--- src/rtl/cpu4bit_pkg.sv ---
// Shared definitions for the 4-bit CPU: ALU operation codes and execute-stage FSM encoding.
// The control unit imports the same opcode constants.
package cpu4bit_pkg;

  localparam int ALU_OP_W = 3;

  localparam logic [ALU_OP_W-1:0] ALU_ADD = 3'b000;
  localparam logic [ALU_OP_W-1:0] ALU_SUB = 3'b001;
  localparam logic [ALU_OP_W-1:0] ALU_AND = 3'b010;
  localparam logic [ALU_OP_W-1:0] ALU_OR  = 3'b011;
  localparam logic [ALU_OP_W-1:0] ALU_XOR = 3'b100;
  localparam logic [ALU_OP_W-1:0] ALU_SLL = 3'b101;
  localparam logic [ALU_OP_W-1:0] ALU_SRL = 3'b110;
  localparam logic [ALU_OP_W-1:0] ALU_MUL = 3'b111;

  localparam logic [0:0] ST_IDLE = 1'b0;
  localparam logic [0:0] ST_MUL  = 1'b1;

endpackage

--- src/rtl/alu_stage_if.sv ---
// Operand/result bundle between the ALUSrc mux side of the pipeline and the execute stage.
interface alu_stage_if
  import cpu4bit_pkg::*;
#(
  parameter int WIDTH = 4
);
  logic                InValid;
  logic [WIDTH-1:0]    ReadData1;
  logic [WIDTH-1:0]    AluIn;
  logic [ALU_OP_W-1:0] ALUOp;
  logic                Ready;
  logic                Done;
  logic [WIDTH-1:0]    ALUResult;
  logic [WIDTH-1:0]    MulHigh;
  logic                Zero;
  logic                Carry;

  modport master (
    output InValid, ReadData1, AluIn, ALUOp,
    input  Ready, Done, ALUResult, MulHigh, Zero, Carry
  );

  modport slave (
    input  InValid, ReadData1, AluIn, ALUOp,
    output Ready, Done, ALUResult, MulHigh, Zero, Carry
  );
endinterface

--- src/rtl/alu_shift_add_mul.sv ---
// Iterative unsigned shift-add multiplier: one partial product per clock, MUL_CYCLES edges after start.
// done is high during the cycle whose closing edge completes the product; product is valid with it.
module alu_shift_add_mul #(
  parameter int WIDTH      = 4,
  parameter int MUL_CYCLES = 4
) (
  input  logic               clock,
  input  logic               reset,
  input  logic               start,
  input  logic [WIDTH-1:0]   a,
  input  logic [WIDTH-1:0]   b,
  output logic               busy,
  output logic               done,
  output logic [2*WIDTH-1:0] product
);
  localparam int CW = (MUL_CYCLES > 1) ? $clog2(MUL_CYCLES) : 1;

  logic [WIDTH-1:0]   a_q;
  logic [WIDTH-1:0]   b_q;
  logic [2*WIDTH-1:0] acc;
  logic [2*WIDTH-1:0] acc_next;
  logic [CW-1:0]      cnt;

  assign acc_next = acc + (b_q[cnt] ? ({{WIDTH{1'b0}}, a_q} << cnt) : '0);
  assign done     = busy && (cnt == CW'(MUL_CYCLES - 1));
  assign product  = acc_next;

  // NOTE: every register here is a few flops, so all of them take the async reset;
  // sequential state is only ever assigned with <= so all flops see pre-edge values.
  always_ff @(posedge clock or posedge reset) begin
    if (reset) begin
      a_q  <= '0;
      b_q  <= '0;
      acc  <= '0;
      cnt  <= '0;
      busy <= 1'b0;
    end else if (start) begin
      a_q  <= a;
      b_q  <= b;
      acc  <= '0;
      cnt  <= '0;
      busy <= 1'b1;
    end else if (busy) begin
      acc <= acc_next;
      cnt <= cnt + CW'(1);
      if (done) busy <= 1'b0;
    end
  end
endmodule

--- src/rtl/alu_stage.sv ---
// Execute stage of the 4-bit CPU: single-cycle ALU ops plus an iterative multiply,
// with registered result/flags and a Ready/Done handshake.
module alu_stage #(
  parameter int WIDTH      = 4,
  parameter int MUL_CYCLES = 4
) (
  input logic       clock,
  input logic       reset,
  alu_stage_if.slave bus
);
  import cpu4bit_pkg::*;

  logic [0:0]         state;
  logic [WIDTH-1:0]   result_q;
  logic [WIDTH-1:0]   mul_high_q;
  logic               zero_q;
  logic               carry_q;
  logic               done_q;

  logic [WIDTH:0]     sum_ext;
  logic [WIDTH:0]     diff_ext;
  logic [WIDTH-1:0]   op_res;
  logic               op_carry;
  logic               accept;
  logic               mul_start;
  logic               mul_busy;
  logic               mul_done;
  logic [2*WIDTH-1:0] mul_product;

  assign bus.Ready     = (state == ST_IDLE) && !mul_busy;
  assign bus.Done      = done_q;
  assign bus.ALUResult = result_q;
  assign bus.MulHigh   = mul_high_q;
  assign bus.Zero      = zero_q;
  assign bus.Carry     = carry_q;

  assign accept    = bus.InValid && bus.Ready;
  assign mul_start = accept && (bus.ALUOp == ALU_MUL);

  // Bit WIDTH of the widened difference is the borrow (A < B).
  assign sum_ext  = {1'b0, bus.ReadData1} + {1'b0, bus.AluIn};
  assign diff_ext = {1'b0, bus.ReadData1} - {1'b0, bus.AluIn};

  // NOTE: defaults first so no path through the case leaves op_res/op_carry unassigned (no latch).
  always_comb begin
    op_res   = '0;
    op_carry = 1'b0;
    case (bus.ALUOp)
      ALU_ADD: begin op_res = sum_ext[WIDTH-1:0];  op_carry = sum_ext[WIDTH];  end
      ALU_SUB: begin op_res = diff_ext[WIDTH-1:0]; op_carry = diff_ext[WIDTH]; end
      ALU_AND: op_res = bus.ReadData1 & bus.AluIn;
      ALU_OR:  op_res = bus.ReadData1 | bus.AluIn;
      ALU_XOR: op_res = bus.ReadData1 ^ bus.AluIn;
      ALU_SLL: op_res = bus.ReadData1 << bus.AluIn[1:0];
      ALU_SRL: op_res = bus.ReadData1 >> bus.AluIn[1:0];
      default: ;
    endcase
  end

  alu_shift_add_mul #(
    .WIDTH      (WIDTH),
    .MUL_CYCLES (MUL_CYCLES)
  ) u_mul (
    .clock   (clock),
    .reset   (reset),
    .start   (mul_start),
    .a       (bus.ReadData1),
    .b       (bus.AluIn),
    .busy    (mul_busy),
    .done    (mul_done),
    .product (mul_product)
  );

  always_ff @(posedge clock or posedge reset) begin
    if (reset) begin
      state      <= ST_IDLE;
      result_q   <= '0;
      mul_high_q <= '0;
      zero_q     <= 1'b0;
      carry_q    <= 1'b0;
      done_q     <= 1'b0;
    end else begin
      done_q <= 1'b0;
      case (state)
        ST_IDLE: begin
          if (mul_start) begin
            state <= ST_MUL;
          end else if (accept) begin
            result_q <= op_res;
            zero_q   <= (op_res == '0);
            carry_q  <= op_carry;
            done_q   <= 1'b1;
          end
        end
        ST_MUL: begin
          if (mul_done) begin
            result_q   <= mul_product[WIDTH-1:0];
            mul_high_q <= mul_product[2*WIDTH-1:WIDTH];
            zero_q     <= (mul_product[WIDTH-1:0] == '0);
            carry_q    <= (mul_product[2*WIDTH-1:WIDTH] != '0);
            done_q     <= 1'b1;
            state      <= ST_IDLE;
          end
        end
        default: state <= ST_IDLE;
      endcase
    end
  end
endmodule

--- src/flat_wrapper.sv ---
// flat-port wrapper written by rule: the top's interface ports become plain ports
module alu_stage_flat import cpu4bit_pkg::*;
#(
  parameter int WIDTH      = 4,
  parameter int MUL_CYCLES = 4
)
  (clock, reset, bus_InValid, bus_ReadData1, bus_AluIn, bus_ALUOp, bus_Ready, bus_Done, bus_ALUResult, bus_MulHigh, bus_Zero, bus_Carry);
  alu_stage_if #(.WIDTH(WIDTH)) bus_i ();
  input logic clock;
  input logic reset;
  input wire logic [$bits(bus_i.InValid)-1:0] bus_InValid;
  input wire logic [$bits(bus_i.ReadData1)-1:0] bus_ReadData1;
  input wire logic [$bits(bus_i.AluIn)-1:0] bus_AluIn;
  input wire logic [$bits(bus_i.ALUOp)-1:0] bus_ALUOp;
  output wire logic [$bits(bus_i.Ready)-1:0] bus_Ready;
  output wire logic [$bits(bus_i.Done)-1:0] bus_Done;
  output wire logic [$bits(bus_i.ALUResult)-1:0] bus_ALUResult;
  output wire logic [$bits(bus_i.MulHigh)-1:0] bus_MulHigh;
  output wire logic [$bits(bus_i.Zero)-1:0] bus_Zero;
  output wire logic [$bits(bus_i.Carry)-1:0] bus_Carry;
  assign bus_i.InValid = bus_InValid;
  assign bus_i.ReadData1 = bus_ReadData1;
  assign bus_i.AluIn = bus_AluIn;
  assign bus_i.ALUOp = bus_ALUOp;
  assign bus_Ready = bus_i.Ready;
  assign bus_Done = bus_i.Done;
  assign bus_ALUResult = bus_i.ALUResult;
  assign bus_MulHigh = bus_i.MulHigh;
  assign bus_Zero = bus_i.Zero;
  assign bus_Carry = bus_i.Carry;
  alu_stage #(.WIDTH(WIDTH), .MUL_CYCLES(MUL_CYCLES)) u_core (.clock(clock), .reset(reset), .bus(bus_i));
endmodule
--- config.mk ---
export PLATFORM = sky130hd
export DESIGN_NAME = alu_stage_flat
export DESIGN_NICKNAME = d
export VERILOG_FILES = /design/src/rtl/cpu4bit_pkg.sv /design/src/rtl/alu_stage_if.sv /design/src/rtl/alu_shift_add_mul.sv /design/src/rtl/alu_stage.sv /design/src/flat_wrapper.sv
export SDC_FILE = /design/constraint.sdc
export NUM_CORES = 1
export LEC_CHECK = 0
export BUFFER_PORTS_ARGS = -buffer_cell sky130_fd_sc_hd__buf_4
export CAP_MARGIN = 20
export CORE_ASPECT_RATIO = 1.2
export CORE_MARGIN = 3
export CORE_UTILIZATION = 45
export CTS_BUF_LIST = sky130_fd_sc_hd__clkbuf_4 sky130_fd_sc_hd__clkbuf_8
export CTS_CLUSTER_SIZE = 40
export DETAILED_ROUTE_END_ITERATION = 16
export GPL_ROUTABILITY_DRIVEN = 1
export HOLD_SLACK_MARGIN = 0.06
export SLEW_MARGIN = 10
export SYNTH_ARGS = -nofsm -noshare
export SYNTH_HDL_FRONTEND = slang
export SYNTH_SLANG_ARGS = --single-unit
--- constraint.sdc ---
create_clock -name clock -period 3.5 [get_ports clock]
set_clock_uncertainty 0.2 [all_clocks]
set_input_delay 0.7 -clock clock [delete_from_list [all_inputs] [get_ports clock]]
set_output_delay 0.7 -clock clock [all_outputs]
set_load 0.01 [all_outputs]
==> flow_metrics.env <==
export IMPL_endpoint_kind="flip-flop"
export IMPL_path_common_cell="a211oi_1"
export IMPL_cts_max_level=2
export IMPL_slew_headroom_pct=53.0
export IMPL_clkTransAtPathRegs_ns=0.07
export IMPL_wirelength_um=5520
export IMPL_areaGrowthSynthToFinish_pct=11.9
export IMPL_grt_pass1_vias=1935
export IMPL_n_antenna_cell=0
export IMPL_cp_slowest_cell="mux4_2"
export IMPL_via_per_inst=5.66
export IMPL_rsz0062_at_grt="no"
export IMPL_ys_seq_area_share_pct=32.1
export IMPL_min_path_type="flip-flop to flip-flop"
export IMPL_clock_path_buffers=2
export IMPL_syn_area_mm2=0.00242
export IMPL_fin_hold_ws_ns=0.282
export IMPL_path_cells="mux4_2, o211a_1, ha_1, a211oi_1, o21ai_1, a211oi_1, nor3_1, nor4b_1, o31ai_1"
export IMPL_cp_top_family="compound AO/OA/AOI/OAI gates"
export IMPL_die_height_um=86.3
export IMPL_multi_input_area_mm2=0.00151
export IMPL_grt_usage_pct=18.8
export IMPL_holdPathStages=2
export IMPL_finalPower_uw=1890
export IMPL_setup_viol=0
export IMPL_ys_async_sr_fraction_pct=100
export IMPL_yosysUniqueCellTypes=53
export IMPL_r2r_setup_slack_ns=0.33
export IMPL_synth_nets=313
export IMPL_avgRoutedWirePerCell_um=15.6
export IMPL_clock_fmax_ghz=0.315
export IMPL_arrival_ns=3.13
export IMPL_dp_hpwl_um=4240
export IMPL_synthCells=275
export IMPL_initial_utilization_pct=47.9
export IMPL_drtIter0Drc=62
export IMPL_rr_startpoint="u_core.u_mul.cnt[0]"
export IMPL_path_buf_inv=0
export IMPL_worstRegToRegCells=9
export IMPL_period_needed_ns=3.17
export IMPL_grt_overflow=0
export IMPL_yosys_warnings=0
export IMPL_cts_root_buf="clkbuf_8"
export IMPL_die_w_um=72.9
export IMPL_ys_ff_latch=31
export IMPL_drive_above_1_share_pct=16.0
export IMPL_synthFlopType="dfrtp_1"
export IMPL_drcViolationCount=0
export IMPL_firstDrtPassIters=4
export IMPL_seq_area_um2=777
export IMPL_setup_tns_ns=0
export IMPL_finalHoldViolations=0
export IMPL_hp_start="u_core.bus.MulHigh[0]"
export IMPL_p_leak_uw=0.00128
export IMPL_p_per_area_mw_per_mm2=700
export IMPL_fillCellCount=502
export IMPL_die_area_mm2=0.00629
export IMPL_critPathRequiredTime_ns=3.45
export IMPL_boundaryPins=26
export IMPL_period_share_pct=90.7
export IMPL_nets=331
export IMPL_vdd_drop_max_mv=0.283
export IMPL_grt_max_degree=32
export IMPL_status="complete, no violations"
export IMPL_synth_area_per_cell_um2=8.79
export IMPL_coreArea_mm2=0.00504
export IMPL_setup_worst_path_start_class="flip-flop"
export IMPL_cp_slowest_stage_delay_ns=0.56
export IMPL_grt_antenna_before_repair=0
export IMPL_tightestPinTransition_ns=0.703
export IMPL_cap_violations=0
export IMPL_vias=2004
export IMPL_synth_edf_count=0
export IMPL_io_buffers=25
export IMPL_layout_setup_ws_ns=0.326
export IMPL_ant_nets=0
export IMPL_numCtsBuffers=5
export IMPL_finalMaxSlewViolations=0
export IMPL_cts_tree="yes"
export IMPL_place_congestion=0.879
export IMPL_rows=28
export IMPL_r2r_end="u_core.bus.Carry"
export IMPL_worst_setup_path_type="flip-flop to flip-flop"
export IMPL_grt_pass1_wl_um=9320
export IMPL_crit_fanout=12
export IMPL_whs_endpoint="u_core.bus.MulHigh[0]"
export IMPL_cts_sinks=31
export IMPL_dp_slack_ns=0.209
export IMPL_worstSkewPairLatency_ns=0.28
## sequential cells by signal (all words and copies together) (netlist names), 2 cells and up
register              count
u_core.u_mul.b_q          4
u_core.u_mul.acc          8
u_core.bus.MulHigh        4
u_core.u_mul.a_q          4
u_core.bus.ALUResult      4
u_core.u_mul.cnt          2
## worst min-delay path, stage by stage, from the launching register on
cell and delay, ns:
dfrtp_1 0.34, nand2_1 0.05, o21ai_0 0.06
## per-stage QoR
step                      cells  util [%]  cell area (um^2)
after global routing        354      53.6              2700
after CTS                   354      53.6              2700
after detailed placement    346      51.8              2610
after global placement      346      51.8              2610
after floorplan             275         -              2420
final                       354      53.6              2700
## placed cells by master (no fill, tap or decap), drive strengths merged, types with 3 or more instances in the layout
master / synthesis / final
fa: 3 / 3
clkbuf: 8 / 7
o211ai: 3 / 3
a211oi: 5 / 5
and2: 4 / 4
inv: 16 / 16
o31ai: 3 / 3
nand2b: 5 / 5
nand3b: 4 / 4
nor3: 7 / 7
xnor2: 7 / 7
buf: 7 / 26
nand3: 4 / 4
nor2: 14 / 14
o22ai: 4 / 4
o21ai: 29 / 29
nor2b: 4 / 4
ha: 21 / 21
nand2: 36 / 36
and3: 5 / 5
dfrtp: 31 / 31
mux2: 4 / 4
mux2i: 10 / 10
a21oi: 15 / 15
## Yosys cell counts, types with 2 or more instances
| library cell | instances | area, um^2 |
|---|---|---|
| nand2b_1 | 5 | 31.3 |
| mux2_2 | 3 | 33.8 |
| nor2_1 | 14 | 52.6 |
| xnor2_1 | 7 | 61.3 |
| inv_1 | 14 | 52.6 |
| a211oi_1 | 5 | 37.5 |
| a21oi_1 | 15 | 75.1 |
| dfrtp_1 | 31 | 776 |
| inv_2 | 2 | 7.51 |
| mux4_2 | 2 | 45.0 |
| nor3_1 | 7 | 35.0 |
| o21ai_0 | 26 | 130 |
| a21o_1 | 2 | 15.0 |
| o211ai_1 | 3 | 22.5 |
| nand3b_1 | 4 | 30.0 |
| and3_1 | 4 | 25.0 |
| o21ai_1 | 3 | 15.0 |
| and2_1 | 4 | 25.0 |
| o211a_1 | 2 | 20.0 |
| o22ai_1 | 3 | 18.8 |
| nand3_1 | 4 | 20.0 |
| xor2_1 | 2 | 17.5 |
| nand2_1 | 36 | 135 |
| clkbuf_1 | 8 | 30.0 |
| o31ai_1 | 3 | 22.5 |
| nor2b_1 | 4 | 25.0 |
| fa_1 | 3 | 60.1 |
| ha_1 | 21 | 263 |
| buf_2 | 5 | 25.0 |
| mux2i_1 | 10 | 100 |
## area by class of cell
class | count | share of cell area [%]
repair buffers | 26 | 7.22
inverters | 16 | 2.22
clock inverters | 1 | 0.185
clock buffers | 7 | 3.10
multi-input cells | 213 | 55.8
flip-flops and latches | 31 | 28.7
well taps | 60 | 2.78
## layer usage
metal  global-route usage (%)  routed length (um)  up-vias
li1                         -                   -     1010
met1                     23.2                2500      948
met2                     32.7                2730       37
met3                     3.02                 194        9
met4                     6.88                  88        0
met5                        0                   0        -
## how the worst max path moves through the flow
stage	start	endpoint	cells after the start
detailed placement	u_core.u_mul.cnt[0]	u_core.bus.Carry	9
CTS	u_core.u_mul.cnt[0]	u_core.bus.Carry	9
global route	u_core.u_mul.cnt[1]	u_core.bus.Carry	9
global placement	u_core.u_mul.cnt[0]	u_core.bus.Carry	9
floorplan	u_core.u_mul.cnt[0]	u_core.bus.Carry	12
finish	u_core.u_mul.cnt[0]	u_core.bus.Carry	9
## power breakdown
part | total (uW) | internal, uW | switching (uW)
clock | 287 | 155 | 132
sequential | 691 | 518 | 173
combinational | 914 | 435 | 479
## cell families (layout without fill, tap and decap cells)
family	count (synthesis)	count (layout)	share of synthesized area [%]
simple gates	89	89	18.2
compound gates	75	75	19.6
fa+ha+maj	24	24	13.4
mux	16	16	8.02
xor+xnor	9	9	3.26
buf+inv	31	50	5.54
flops	31	31	32.1
## repair_timing
action	in CTS	in global routing
hold buffers	0	0
setup buffers	0	0
endpoints found under the hold margin	0	0
gates resized for setup	0	1
endpoints found under the setup margin	0	1
No activity file was read; power rests on OpenSTA's default activity.
